==> src/rtl/dpram_be_wr_arb_pkg.sv <==
// Shared types and default geometry for the byte-enabled write arbiter.
package dpram_pkg;

   localparam int DW_DEF = 32;   // RAM word width in bits
   localparam int AW_DEF = 6;    // RAM address width (64 words)

   // IDLE: arbitrate, WR: full-word write, RD: fetch old word, MRG: merged write
   typedef enum logic [1:0] {
      IDLE = 2'd0,
      WR   = 2'd1,
      RD   = 2'd2,
      MRG  = 2'd3
   } state_t;

endpackage

==> src/rtl/dpram_be_wr_arb_if.sv <==
// Two-port write request bundle: valid/ready handshake with addr, data, byte enables.
interface dpram_be_wr_arb_if
   import dpram_pkg::*;
#(
   parameter int DW  = DW_DEF,
   parameter int AW  = AW_DEF,
   parameter int NBE = DW / 8
) ();

   logic           req_a_valid;
   logic           req_a_ready;
   logic [AW-1:0]  req_a_addr;
   logic [DW-1:0]  req_a_data;
   logic [NBE-1:0] req_a_be;

   logic           req_b_valid;
   logic           req_b_ready;
   logic [AW-1:0]  req_b_addr;
   logic [DW-1:0]  req_b_data;
   logic [NBE-1:0] req_b_be;

   // Requester side
   modport master (
      output req_a_valid, req_a_addr, req_a_data, req_a_be,
      input  req_a_ready,
      output req_b_valid, req_b_addr, req_b_data, req_b_be,
      input  req_b_ready
   );

   // Arbiter side
   modport slave (
      input  req_a_valid, req_a_addr, req_a_data, req_a_be,
      output req_a_ready,
      input  req_b_valid, req_b_addr, req_b_data, req_b_be,
      output req_b_ready
   );

endinterface

==> src/rtl/dpram_be_wr_arb_be_merge.sv <==
// Byte-lane merge: enabled lanes come from the new data, the rest keep the old word.
module be_merge #(
   parameter int NBE = 4
) (
   input  logic [8*NBE-1:0] new_data,
   input  logic [8*NBE-1:0] old_data,
   input  logic [NBE-1:0]   be,
   output logic [8*NBE-1:0] merged
);

   // Per-lane select between new and old bytes
   always_comb begin
      merged = old_data;
      for (int i = 0; i < NBE; i++) begin
         if (be[i]) begin
            merged[8*i +: 8] = new_data[8*i +: 8];
         end
      end
   end

endmodule

==> src/rtl/dpram_be_wr_arb.sv <==
// Serializes byte-enabled writes from two ports into full-word RAM writes.
// Partial writes become read-modify-write (RD then MRG); full writes go straight to WR.
// DW must be a multiple of 8.
module dpram_be_wr_arb
   import dpram_pkg::*;
#(
   parameter int DW  = DW_DEF,
   parameter int AW  = AW_DEF,
   parameter int NBE = DW / 8
) (
   input  logic           clk,
   input  logic           rst,
   dpram_be_wr_arb_if.slave req,
   output logic           ram_we,
   output logic [AW-1:0]  ram_addr_wr,
   output logic [DW-1:0]  ram_data_wr,
   output logic [AW-1:0]  ram_addr_rd,
   input  logic [DW-1:0]  ram_q,
   output logic           busy,
   output logic [15:0]    wr_cnt
);

   state_t         state_p0;
   state_t         state_nxt;
   logic           last_b_p0;      // 1 when port B was granted most recently
   logic [AW-1:0]  addr_p0;
   logic [AW-1:0]  rd_addr_p0;
   logic [DW-1:0]  data_p0;
   logic [NBE-1:0] be_p0;
   logic [15:0]    cnt_p0;

   logic           grant_a;
   logic           grant_b;
   logic           accept;
   logic [AW-1:0]  sel_addr;
   logic [DW-1:0]  sel_data;
   logic [NBE-1:0] sel_be;
   logic           sel_full;
   logic           sel_partial;
   logic [DW-1:0]  merged;

   function automatic logic [15:0] sat_inc16(input logic [15:0] v);
      return (v == 16'hFFFF) ? v : v + 16'd1;
   endfunction

   // Round-robin grant: only in IDLE and never under reset; ties go to the port not granted last
   always_comb begin
      grant_a = 1'b0;
      grant_b = 1'b0;
      if (!rst && (state_p0 == IDLE)) begin
         if (req.req_a_valid && (!req.req_b_valid || last_b_p0)) begin
            grant_a = 1'b1;
         end else if (req.req_b_valid) begin
            grant_b = 1'b1;
         end
      end
   end

   assign req.req_a_ready = grant_a;
   assign req.req_b_ready = grant_b;
   assign accept          = grant_a | grant_b;

   // Select the granted request's payload
   always_comb begin
      sel_addr = req.req_a_addr;
      sel_data = req.req_a_data;
      sel_be   = req.req_a_be;
      if (grant_b) begin
         sel_addr = req.req_b_addr;
         sel_data = req.req_b_data;
         sel_be   = req.req_b_be;
      end
   end

   assign sel_full    = &sel_be;
   assign sel_partial = (|sel_be) && !sel_full;

   // Next-state decode: empty byte enables are accepted and dropped
   always_comb begin
      state_nxt = state_p0;
      case (state_p0)
         IDLE: begin
            if (accept) begin
               if (sel_full) begin
                  state_nxt = WR;
               end else if (sel_partial) begin
                  state_nxt = RD;
               end else begin
                  state_nxt = IDLE;
               end
            end
         end
         WR:      state_nxt = IDLE;
         RD:      state_nxt = MRG;
         MRG:     state_nxt = IDLE;
         default: state_nxt = IDLE;
      endcase
   end

   // State register; reset aborts any operation in flight
   always_ff @(posedge clk) begin
      if (rst) begin
         state_p0 <= IDLE;
      end else begin
         state_p0 <= state_nxt;
      end
   end

   // Round-robin pointer, reset so that A wins the first tie
   always_ff @(posedge clk) begin
      if (rst) begin
         last_b_p0 <= 1'b1;
      end else if (grant_a) begin
         last_b_p0 <= 1'b0;
      end else if (grant_b) begin
         last_b_p0 <= 1'b1;
      end
   end

   // Latch write payload on acceptance; only meaningful while busy, so no reset
   always_ff @(posedge clk) begin
      if (accept) begin
         data_p0 <= sel_data;
         be_p0   <= sel_be;
      end
   end

   // Latch write address and RAM read address; read address only moves for partial writes
   always_ff @(posedge clk) begin
      if (rst) begin
         addr_p0    <= '0;
         rd_addr_p0 <= '0;
      end else if (accept) begin
         addr_p0 <= sel_addr;
         if (sel_partial) begin
            rd_addr_p0 <= sel_addr;
         end
      end
   end

   // Saturating count of RAM write cycles
   always_ff @(posedge clk) begin
      if (rst) begin
         cnt_p0 <= '0;
      end else if (ram_we) begin
         cnt_p0 <= sat_inc16(cnt_p0);
      end
   end

   be_merge #(
      .NBE (NBE)
   ) u_be_merge (
      .new_data (data_p0),
      .old_data (ram_q),
      .be       (be_p0),
      .merged   (merged)
   );

   // RAM write data: latched word for WR, merged word for MRG, zero otherwise
   always_comb begin
      ram_data_wr = '0;
      case (state_p0)
         WR:      ram_data_wr = data_p0;
         MRG:     ram_data_wr = merged;
         default: ram_data_wr = '0;
      endcase
   end

   assign ram_we      = (state_p0 == WR) || (state_p0 == MRG);
   assign ram_addr_wr = addr_p0;
   assign ram_addr_rd = rd_addr_p0;
   assign busy        = (state_p0 != IDLE);
   assign wr_cnt      = cnt_p0;

endmodule

==> src/flat_wrapper.sv <==
// flat-port wrapper written by rule: the top's interface ports become plain ports
module dpram_be_wr_arb_flat import dpram_pkg::*;
#(
   parameter int DW  = DW_DEF,
   parameter int AW  = AW_DEF,
   parameter int NBE = DW / 8
)
  (clk, rst, ram_we, ram_addr_wr, ram_data_wr, ram_addr_rd, ram_q, busy, wr_cnt, req_req_a_valid, req_req_a_addr, req_req_a_data, req_req_a_be, req_req_a_ready, req_req_b_valid, req_req_b_addr, req_req_b_data, req_req_b_be, req_req_b_ready);
  dpram_be_wr_arb_if #(.DW(DW), .AW(AW), .NBE(NBE)) req_i ();
  input  logic clk;
  input  logic rst;
  output logic ram_we;
  output logic [AW-1:0] ram_addr_wr;
  output logic [DW-1:0] ram_data_wr;
  output logic [AW-1:0] ram_addr_rd;
  input  logic [DW-1:0] ram_q;
  output logic busy;
  output logic [15:0] wr_cnt;
  input wire logic [$bits(req_i.req_a_valid)-1:0] req_req_a_valid;
  input wire logic [$bits(req_i.req_a_addr)-1:0] req_req_a_addr;
  input wire logic [$bits(req_i.req_a_data)-1:0] req_req_a_data;
  input wire logic [$bits(req_i.req_a_be)-1:0] req_req_a_be;
  output wire logic [$bits(req_i.req_a_ready)-1:0] req_req_a_ready;
  input wire logic [$bits(req_i.req_b_valid)-1:0] req_req_b_valid;
  input wire logic [$bits(req_i.req_b_addr)-1:0] req_req_b_addr;
  input wire logic [$bits(req_i.req_b_data)-1:0] req_req_b_data;
  input wire logic [$bits(req_i.req_b_be)-1:0] req_req_b_be;
  output wire logic [$bits(req_i.req_b_ready)-1:0] req_req_b_ready;
  assign req_i.req_a_valid = req_req_a_valid;
  assign req_i.req_a_addr = req_req_a_addr;
  assign req_i.req_a_data = req_req_a_data;
  assign req_i.req_a_be = req_req_a_be;
  assign req_req_a_ready = req_i.req_a_ready;
  assign req_i.req_b_valid = req_req_b_valid;
  assign req_i.req_b_addr = req_req_b_addr;
  assign req_i.req_b_data = req_req_b_data;
  assign req_i.req_b_be = req_req_b_be;
  assign req_req_b_ready = req_i.req_b_ready;
  dpram_be_wr_arb #(.DW(DW), .AW(AW), .NBE(NBE)) u_core (.clk(clk), .rst(rst), .req(req_i), .ram_we(ram_we), .ram_addr_wr(ram_addr_wr), .ram_data_wr(ram_data_wr), .ram_addr_rd(ram_addr_rd), .ram_q(ram_q), .busy(busy), .wr_cnt(wr_cnt));
endmodule
==> config.mk <==
export PLATFORM = sky130hd
export DESIGN_NAME = dpram_be_wr_arb_flat
export DESIGN_NICKNAME = d
export VERILOG_FILES = /design/src/rtl/dpram_be_wr_arb_pkg.sv /design/src/rtl/dpram_be_wr_arb_if.sv /design/src/rtl/dpram_be_wr_arb_be_merge.sv /design/src/rtl/dpram_be_wr_arb.sv /design/src/flat_wrapper.sv
export SDC_FILE = /design/constraint.sdc
export NUM_CORES = 1
export LEC_CHECK = 0
export CORE_MARGIN = 4
export CORE_UTILIZATION = 37
export DETAILED_ROUTE_END_ITERATION = 10
export PLACE_DENSITY = 0.78
export SYNTH_ARGS = -nofsm -noshare
export SYNTH_HDL_FRONTEND = slang
export SYNTH_SLANG_ARGS = --single-unit
export TNS_END_PERCENT = 10
==> constraint.sdc <==
create_clock -name clk -period 1.68 [get_ports clk]
set_input_delay 0.336 -clock clk [delete_from_list [all_inputs] [get_ports clk]]
set_output_delay 0.336 -clock clk [all_outputs]
set_load 0.02 [all_outputs]
# == Yosys cells after proc, flatten, opt, wreduce, memory -nomap -nowiden ==
# Cells that the tools add are included.
# word_totals
ff_bits,67
inputBits,120
output_inout_bits,64
elab_cells,50
# classes
add_sub_neg,1
n_eq_ne,5
muxes,19
bitwise_logic,2
reduce_logical,16
# op_table
operator,n
$pmux 32 s2,1
$mux 32,1
$mux 8,4
$add 16x1->16 const B,1
$eq 16x16->1 const B,1
$mux 1,7
$mux 2,3
$mux 6,1
$pmux 2 s3,1
$eq 2x2->1 const B,2
$mux 4,1
$reduce_and 2->1,2
$reduce_and 4->1,1
$reduce_bool 2->1,2
$reduce_or 4->1,1
$logic_and 1x1->1,3
$logic_not 1->1,3
$eq 2x1->1 const B,1
$logic_not 2->1,1
$logic_or 1x1->1,2
$ne 2x1->1 const B,1
$reduce_or 2->1,1
$not 1->1,1
$or 1x1->1,1

# == Depth between registers and ports, before layout ==
# Gate-level depths: netlist of run 1.
# depth
word_depth,13
depth_mapped,6
ltp_nobuf,5

# == Modules after synthesis ==
# Synthesis of run 1 repeated with hierarchy kept, for this count alone.
# hier_totals
cells_unflattened,360
hier_area_um2,4062.6
# by_module_without_submodules
module,instances,cells_each,area_each_um2,seq_area_each_um2
dpram_be_wr_arb,1,324,3537.1,1701.6
be_merge,1,36,525.5,0.0

# == Worst setup path after synthesis of run 1 ==
# Ideal clock, no wire load.
# synth_timing
kind,register to output
from,register u_core.state_p0[1]
to,output port req_req_a_ready
t_arrival_ps,1424
required_time_ps,1344
slack_ps,-80
stages_incl_launch_ff,4
n_path_buf,1
cell_sequence,dfxtp_1 > or3_4 > buf_6 > nor3b_1
# synth_between
elab_chain_cells,3
# synth_lines
item,line,text
"start, declared",dpram_be_wr_arb.sv:23,state_t state_p0;
"start signal, assigned",dpram_be_wr_arb.sv:105,state_p0 <= state_nxt;
$logic_not 2->1,dpram_be_wr_arb.sv:50,if (!rst && (state_p0 == IDLE)) begin
$logic_and 1x1->1,dpram_be_wr_arb.sv:50,
$mux 1,dpram_be_wr_arb.sv:50,
"end, declared",flat_wrapper.sv:23,output wire logic [$bits(req_i.req_a_ready)-1:0] req_req_a_ready;
# Every way passes these cells.

# == Final worst setup path of run 1 ==
# Same ends and word-level chain as after synthesis.

==> flow_summary.ini, run 1 <==
[global_route]
grt_max_degree = 40
grt_pass1_vias = 3595
use_met1_pct = 22.8
antenna_found_initial = 0
busiest_layer = met2
use_met2_pct = 34.1
grt_pass1_wl_mm = 17.6
overflow = 0
grt_usage_pct = 19.3
grtUsageMet3_pct = 5.07

[timing]
setup_violations = 42
worst_slew_pin_slew_ps = 407
rsz0062_at_grt = true
layout_setup_ws_ps = -175
period_minus_slack_ps = 1850
setup-tns-final_ps = -4120
final-max-slew-violation-count = 0
slew_headroom_pct = 72.9
fin_skew_ps = 8.21
fmax_ghz = 0.539
timing.final.crit_share_pct = 110
finalHoldViolCount = 0
holdWs_ps = 476

[drt]
routed_wl_mm = 11.6
route.detailed.drc = 0
via_count = 3508
wl_per_cell_um = 16.9
drtIter0Drc = 136
via_per_inst = 5.11
drtPass1Iterations = 5
ant_nets = 0

[synth]
syn_inst = 335
synth_top_cell_area_share_pct = 29.2
synthArstFlopShare_pct = 0
yosys_warnings = 0
yosys.cell_types.count = 44
synth-seq-cells = 67
synthTopCellsByArea = edfxtp_1, dfxtp_1, mux2_2
netlist_top_cells_count = mux2i_1, mux2_2, edfxtp_1
synth_area_leader_cell = edfxtp_1
synth_edf_count = 36
ys_seq_area_share_pct = 46.0
ys.flop_type = edfxtp_1
syn_nets = 456
synth.most_common_cell = mux2i_1
syn_area_per_cell_sq_um = 11.0
synth_area_sq_um = 3700

[placed_design]
dpl_worst_slack_ps = -639
dp_hpwl_mm = 8.92
io_buffers = 183
globalplace.congestion = 0.856

[critical_path]
worstSetupPathType = flip-flop to output pin
ff2ff_path_depth = 7
timing.rr.start = u_core.state_p0[1]
start_kind = flip-flop
r2r_end = u_core.ram_addr_rd[3]
r2r_slack_ps = -60
arrival_ps = 1520
crit_required_ps = 1340
crit_fanout = 5
critPathCaptureType = output pin

[clock_network]
tritoncts.num_buffers = 9
cts.clk_slew.worst_paths_ps = 70
cts.hold.buffers_added = 0
clock_latency_ps = 330
clock_sinks = 67
cts_tree = yes
cts_htree_levels = 3
cts-root-buf = clkbuf_8
cts_buffer_depth = 2

[floorplanning]
num_io_pins = 184
fp.dieW_um = 108
die_area_sq_um = 11700
start_util_pct = 37.8
rows = 36
die_height_um = 108
coreArea_sq_um = 9770

[outcome]
outcome = finished with violations
violations = negative setup slack

[cells_and_area]
drive_gt1_share_pct = 26.4
fillCellCount = 837
regArea_sq_um = 1700
nets = 670
insertedDiodeCount = 0
multi_input_area_sq_um = 1940
utilization_pct = 62.6
syn2layout_area_growth_pct = 65.4

[hold_path]
min_to = u_core.ram_addr_rd[0]
min_path_type = flip-flop to flip-flop
hp-start = u_core.ram_addr_rd[0]
min_path_cells = 2

[run]
maxCapViolCount = 0

[power_and_ir_drop]
power_density_nw_per_um2 = 701
max-vdd-ir-drop_uv = 351
p_total_mw = 4.29
p_leak_nw = 2.61
power by group:
group          internal (mW)  switching, mW
Combinational          0.675          0.482
Clock                  0.615          0.604
Sequential              1.87         0.0473
Total                   3.16           1.13
flip-flops by register name (all words and copies together) (netlist names):
name	count
u_core.ram_addr_rd	6
u_core.be_p0	4
u_core.ram_addr_wr	6
u_core.last_b_p0	1
u_core.wr_cnt	16
u_core.data_p0	32
u_core.state_p0	2
cell usage in the layout (no fill, tap or decap), types with 3 or more instances in the layout:
cell type,n
mux2_2,37
nor2_1,11
nand2b_1,6
buf_12,4
edfxtp_1,36
dlygate4sd2_1,17
mux2i_1,38
nor2b_1,34
or3_1,9
or4_1,5
buf_6,5
nand3_1,11
nand4_1,7
clkbuf_1,3
a21o_1,6
buf_4,62
clkbuf_8,11
inv_1,3
a311oi_1,6
a21oi_1,11
o21ai_0,17
dfxtp_1,29
nand2_1,8
nor3_1,4
clkdlybuf4s50_1,128
per-layer routing:
layer	wire, um	share of wire, %
met1	4470	38
met2	6160	53
met3	729	6.3
met4	262	2.3
met5	0	0
worst max-delay path by stage:
stage | from | to | slack (ps)
floorplan | u_core.state_p0[1] | ram_data_wr[10] | -50
global placement | rst | req_req_a_ready | -620
detailed placement | rst | req_req_a_ready | -640
CTS | u_core.state_p0[1] | ram_data_wr[26] | -210
global route | u_core.state_p0[1] | ram_data_wr[11] | -260
finish | u_core.state_p0[1] | req_req_a_ready | -170
critical path: stages (launching register included):
cell     delay, ps
dfxtp_2        340
buf_6          130
or3_4          350
nor3b_2        190
buf_4          170
area by class of cell:
class                      count  share of cell area (%)
timing repair buffer         223                    34.7
multi-input combinational    245                    31.8
sequential                    67                    27.9
tap                          133                    2.72
clock buffer                  14                    2.66
inverter                       3                   0.184
clock inverter                 2                   0.164
repair_timing:
action                     4_1_cts  5_1_grt
setup buffers                    1        2
resized for setup              201       14
setup endpoints to repair      142      130
pin swaps                        4        3
through the flow:
| step | cells | instance area [sq um] |
|---|---|---|
| after floorplan | 335 | 3700 |
| after detailed placement | 669 | 5960 |
| after global placement | 669 | 5960 |
| after global routing | 687 | 6120 |
| final | 687 | 6120 |
| after CTS | 685 | 6040 |
kinds of logic after synthesis:
family / after synthesis / share of synthesized area, %
simple gates: 113 / 18.6
buf+inv: 23 / 3.08
fa+ha+maj: 1 / 0.338
compound gates: 53 / 9.68
flops: 67 / 46.0
xor+xnor: 2 / 0.474
mux: 76 / 21.8
Note: power is estimated with default switching activity, not from simulation.
==> inputs of run 2 (changes only) <==
--- a/config.mk
+++ b/config.mk
@@ -8,7 +8,7 @@
 export CORE_MARGIN = 4
 export CORE_UTILIZATION = 37
 export DETAILED_ROUTE_END_ITERATION = 10
-export PLACE_DENSITY = 0.78
+export PLACE_DENSITY_LB_ADDON = 0.05
 export SYNTH_ARGS = -nofsm -noshare
 export SYNTH_HDL_FRONTEND = slang
 export SYNTH_SLANG_ARGS = --single-unit
==> flow_summary.ini, run 2 (synthesized netlist as in run 1, its figures left out) <==
[floorplanning]
die_area_sq_um = 11700
num_io_pins = 184
rows = 36
fp.dieW_um = 108
die_height_um = 108
start_util_pct = 37.8
coreArea_sq_um = 9770

[clock_network]
cts_buffer_depth = 2
clock_latency_ps = 350
tritoncts.num_buffers = 9
cts.clk_slew.worst_paths_ps = 80
cts-root-buf = clkbuf_8
clock_sinks = 67
cts_tree = yes
cts_htree_levels = 3

[cells_and_area]
syn2layout_area_growth_pct = 69.5
final_cell_mix = clkdlybuf4s50_1, buf_4, mux2i_1
multi_input_area_sq_um = 1960
final_cell_area_sq_um = 6270
insertedDiodeCount = 0
regArea_sq_um = 1710
stdcell_count = 694
utilization_pct = 64.1
nets = 677
top_register = u_core.data_p0
largest_reg_flops = 32
final_common_cell = clkdlybuf4s50_1
fillCellCount = 850
drive_gt1_share_pct = 29.6

[drt]
drtIter0Drc = 107
drtPass1Iterations = 4
via_per_inst = 4.95
route.detailed.drc = 0
routed_wl_mm = 11.0
wl_per_cell_um = 15.8
ant_nets = 0
via_count = 3434

[placed_design]
io_buffers = 183
place_area_sq_um = 5990
dp_cells = 673
dpl_worst_slack_ps = -641
globalplace.congestion = 0.807
dp_hpwl_mm = 8.28

[global_route]
grt_pass1_vias = 3487
grt_pass1_wl_mm = 16.8
antenna_found_initial = 0
grt_max_degree = 40
grt_usage_pct = 18.4
overflow = 0

[critical_path]
ff2ff_path_depth = 7
worstSetupPathType = flip-flop to output pin
crit_required_ps = 1340
crit_fanout = 5
r2r_end = u_core.ram_addr_rd[3]
r2r_slack_ps = -90
cp_top_family = simple AND/OR/NAND/NOR gates
slowest_stage = dfxtp_4
critPathCaptureType = output pin
cpPeakStageDelay_ps = 360
crit_path_end = req_req_a_ready
timing.rr.start = u_core.state_p0[1]
path_cells = buf_6 > or3_4 > nor3b_4 > buf_6
crit_cells = 4
path_common_cell = buf_6
cp.buffers_inverters = 2
critPathLaunch = u_core.state_p0[1]
arrival_ps = 1560
start_kind = flip-flop

[timing]
finalHoldViolCount = 0
period_minus_slack_ps = 1890
slew_headroom_pct = 71.6
worst_slew_pin_slew_ps = 424
final-max-slew-violation-count = 0
layout_setup_ws_ps = -215
holdWs_ps = 476
rsz0062_at_grt = true
fin_skew_ps = 10.5
timing.final.crit_share_pct = 113
setup_violations = 76
fmax_ghz = 0.528

[run]
maxCapViolCount = 0

[outcome]
outcome = finished with violations
violations = negative setup slack

[power_and_ir_drop]
power_density_nw_per_um2 = 709
max-vdd-ir-drop_uv = 405
p_leak_nw = 2.75

[hold_path]
min_path_type = flip-flop to flip-flop
## run 2: through the flow
stage,power (mW),TNS [ps]
detailed placement,3.09,-47150
CTS,4.46,-10760
global placement,3.08,-46610
finish,4.44,-5970
global route,4.65,-11830
floorplan,2.47,-1210
## run 2: metal layers
metal  track usage [%]  wire [um]  up-vias
li1                  -          -     1689
met5                 0          0        -
met1              22.0       4510     1600
met4              7.48        215        0
met2              31.2       5420      129
met3              4.96        855       16
## run 2: worst reg2reg max path: stages, from the launching register on
cell	delay, ps
dfxtp_4	360
buf_6	120
or3_4	360
buf_8	150
o211ai_1	150
a211o_1	230
buf_6	130
mux2i_1	190
## run 2: where the power goes
group	internal, mW	switching, mW	total [mW]
registers	1.86	0.0471	1.91
clock network	0.707	0.646	1.35
logic	0.695	0.481	1.18
## run 2: timing repair
action,CTS,global route
pin swaps,3,16
endpoints found under the setup margin,130,126
hold buffers,0,0
gates resized for setup,212,30
setup buffers,1,4
## run 2: layout make-up
type                    count  area share [%]
flip-flops and latches     67            27.4
clock buffers              13            2.88
clock inverters             3           0.300
well taps                 133            2.66
repair buffers            230            35.4
inverters                   3           0.180
multi-input cells         245            31.3
## run 2: worst min path at each step
stage | start | endpoint | depth (start not counted)
3_5_place_dp | u_core.ram_addr_rd[1] | u_core.ram_addr_rd[1] | 2
2_1_floorplan | rst | u_core.wr_cnt[13] | 2
6_report | u_core.ram_addr_rd[0] | u_core.ram_addr_rd[0] | 2
5_1_grt | u_core.ram_addr_wr[1] | u_core.ram_addr_wr[1] | 2
3_3_place_gp | u_core.ram_addr_rd[0] | u_core.ram_addr_rd[0] | 2
4_1_cts | u_core.ram_addr_rd[1] | u_core.ram_addr_rd[1] | 2
==> inputs of run 3 (changes only) <==
--- a/config.mk
+++ b/config.mk
@@ -5,10 +5,13 @@
 export SDC_FILE = /design/constraint.sdc
 export NUM_CORES = 1
 export LEC_CHECK = 0
+export ABC_AREA = 0
+export CORE_ASPECT_RATIO = 1.1
 export CORE_MARGIN = 4
 export CORE_UTILIZATION = 37
 export DETAILED_ROUTE_END_ITERATION = 10
 export PLACE_DENSITY_LB_ADDON = 0.05
+export REMOVE_ABC_BUFFERS = 1
 export SYNTH_ARGS = -nofsm -noshare
 export SYNTH_HDL_FRONTEND = slang
 export SYNTH_SLANG_ARGS = --single-unit
==> flow_summary.ini, run 3 (synthesized netlist as in run 1, its figures left out) <==
[cells_and_area]
drive_gt1_share_pct = 25.2
top_register = u_core.data_p0
multi_input_area_sq_um = 1900
final_common_cell = clkdlybuf4s50_1
largest_reg_flops = 32
final_cell_mix = clkdlybuf4s50_1, buf_4, mux2i_1
syn2layout_area_growth_pct = 63.4
insertedDiodeCount = 0
utilization_pct = 61.7
regArea_sq_um = 1710
nets = 671
final_cell_area_sq_um = 6040
fillCellCount = 861

[clock_network]
clock_sinks = 67
cts.clk_slew.worst_paths_ps = 60
cts_htree_levels = 3
cts_tree = yes
cts_buffer_depth = 2
clock_latency_ps = 330
cts.hold.buffers_added = 0
cts-root-buf = clkbuf_8
tritoncts.num_buffers = 9

[run]
maxCapViolCount = 0

[global_route]
grt_pass1_wl_mm = 17.1
overflow = 0
grt_max_degree = 40
antenna_found_initial = 0
grt_usage_pct = 18.8
grt_pass1_vias = 3477

[timing]
holdWs_ps = 479
finalHoldViolCount = 0
slew_headroom_pct = 69.8
fin_skew_ps = 11.7
layout_setup_ws_ps = -185
timing.final.crit_share_pct = 111
setup_violations = 76
final-max-slew-violation-count = 0
worst_slew_pin_slew_ps = 451
period_minus_slack_ps = 1870
rsz0062_at_grt = true
fmax_ghz = 0.536

[critical_path]
crit_required_ps = 1340
crit_cells = 4
critPathCaptureType = output pin
cp_top_family = simple AND/OR/NAND/NOR gates
r2r_end = u_core.ram_addr_rd[4]
crit_fanout = 5
path_cells = buf_6 > or3_4 > nor3b_2 > buf_4
timing.rr.start = u_core.state_p0[1]
worstSetupPathType = flip-flop to output pin
critPathLaunch = u_core.state_p0[1]
arrival_ps = 1530
crit_path_end = req_req_a_ready
slowest_stage = or3_4
ff2ff_path_depth = 7
cp.buffers_inverters = 2
r2r_slack_ps = -150
start_kind = flip-flop
cpPeakStageDelay_ps = 370

[power_and_ir_drop]
p_total_mw = 4.15
power_density_nw_per_um2 = 688
max-vdd-ir-drop_uv = 412
p_leak_nw = 2.59

[drt]
drtIter0Drc = 139
ant_nets = 0
drtPass1Iterations = 4
route.detailed.drc = 0
via_per_inst = 5.08
routed_wl_mm = 11.2
via_count = 3429
wl_per_cell_um = 16.5

[hold_path]
min_path_type = flip-flop to flip-flop

[placed_design]
dp_hpwl_mm = 8.36
io_buffers = 183
dpl_worst_slack_ps = -737
place_area_sq_um = 5920
globalplace.congestion = 0.802

[floorplanning]
coreArea_sq_um = 9790
die_height_um = 113
rows = 38
start_util_pct = 37.7
num_io_pins = 184
fp.dieW_um = 103
die_area_sq_um = 11700

[outcome]
outcome = finished with violations
violations = negative setup slack
==> run 3: changes by cell type in the layout (fill, tap and decap cells not counted), sizes merged, moves of 2 or more <==
cell           previous run  this run
clkdlybuf4s50           123       130
dlymetal6s2s              6         2
clkinv                    1         5
clkbuf                   13        11
buf                      82        75
==> run 3: worst min path at each step <==
stage	startpoint	endpoint	slack, ps	depth (start not counted)
2_1_floorplan	rst	u_core.wr_cnt[11]	410	1
3_3_place_gp	u_core.ram_addr_rd[2]	u_core.ram_addr_rd[2]	460	2
3_5_place_dp	u_core.ram_addr_rd[4]	u_core.ram_addr_rd[4]	470	2
4_1_cts	u_core.ram_addr_rd[4]	u_core.ram_addr_rd[4]	490	2
5_1_grt	u_core.ram_addr_rd[0]	u_core.ram_addr_rd[0]	510	2
6_report	u_core.ram_addr_rd[5]	u_core.ram_addr_rd[5]	480	2
==> run 3: area by class of cell <==
cell class              count  area share, %
well taps                 120           2.49
multi-input cells         245           31.5
repair buffers            224           35.1
inverters                   3          0.186
clock inverters             5          0.352
clock buffers              11           2.17
flip-flops and latches     67           28.2
==> run 3: repair_timing <==
item                                    CTS  global route
buffers inserted                          0             2
hold endpoints to repair                  0             0
endpoints found under the setup margin  148           137
pin swaps                                 4             6
resized for setup                       203             6
==> run 3: metrics by stage <==
step	TNS, ps	cells
2_1_floorplan	-51640	315
5_1_grt	-14770	675
4_1_cts	-9250	673
3_5_place_dp	-51840	657
6_report	-4950	675
3_3_place_gp	-50660	657
==> run 3: layer usage <==
metal  GRT usage (%)  share of wire (%)  vias to the layer above
met5               0                  0                        -
li1                -                  -                     1677
met1            22.8                 40                     1627
met4            5.79               0.93                        0
met2            33.3                 53                      118
met3            3.27                6.8                        7
==> run 3: worst reg2reg max path: cells and delay by family, from the launching register on <==
kind / cells / cell delay [ps]
compound gates: 2 / 430
buf+inv: 3 / 410
simple gates: 1 / 380
flops: 1 / 360
mux: 1 / 180
==> run 3: power by group <==
group          internal (mW)  switching (mW)
Combinational          0.664           0.475
Clock                  0.517           0.588
Sequential              1.87          0.0438
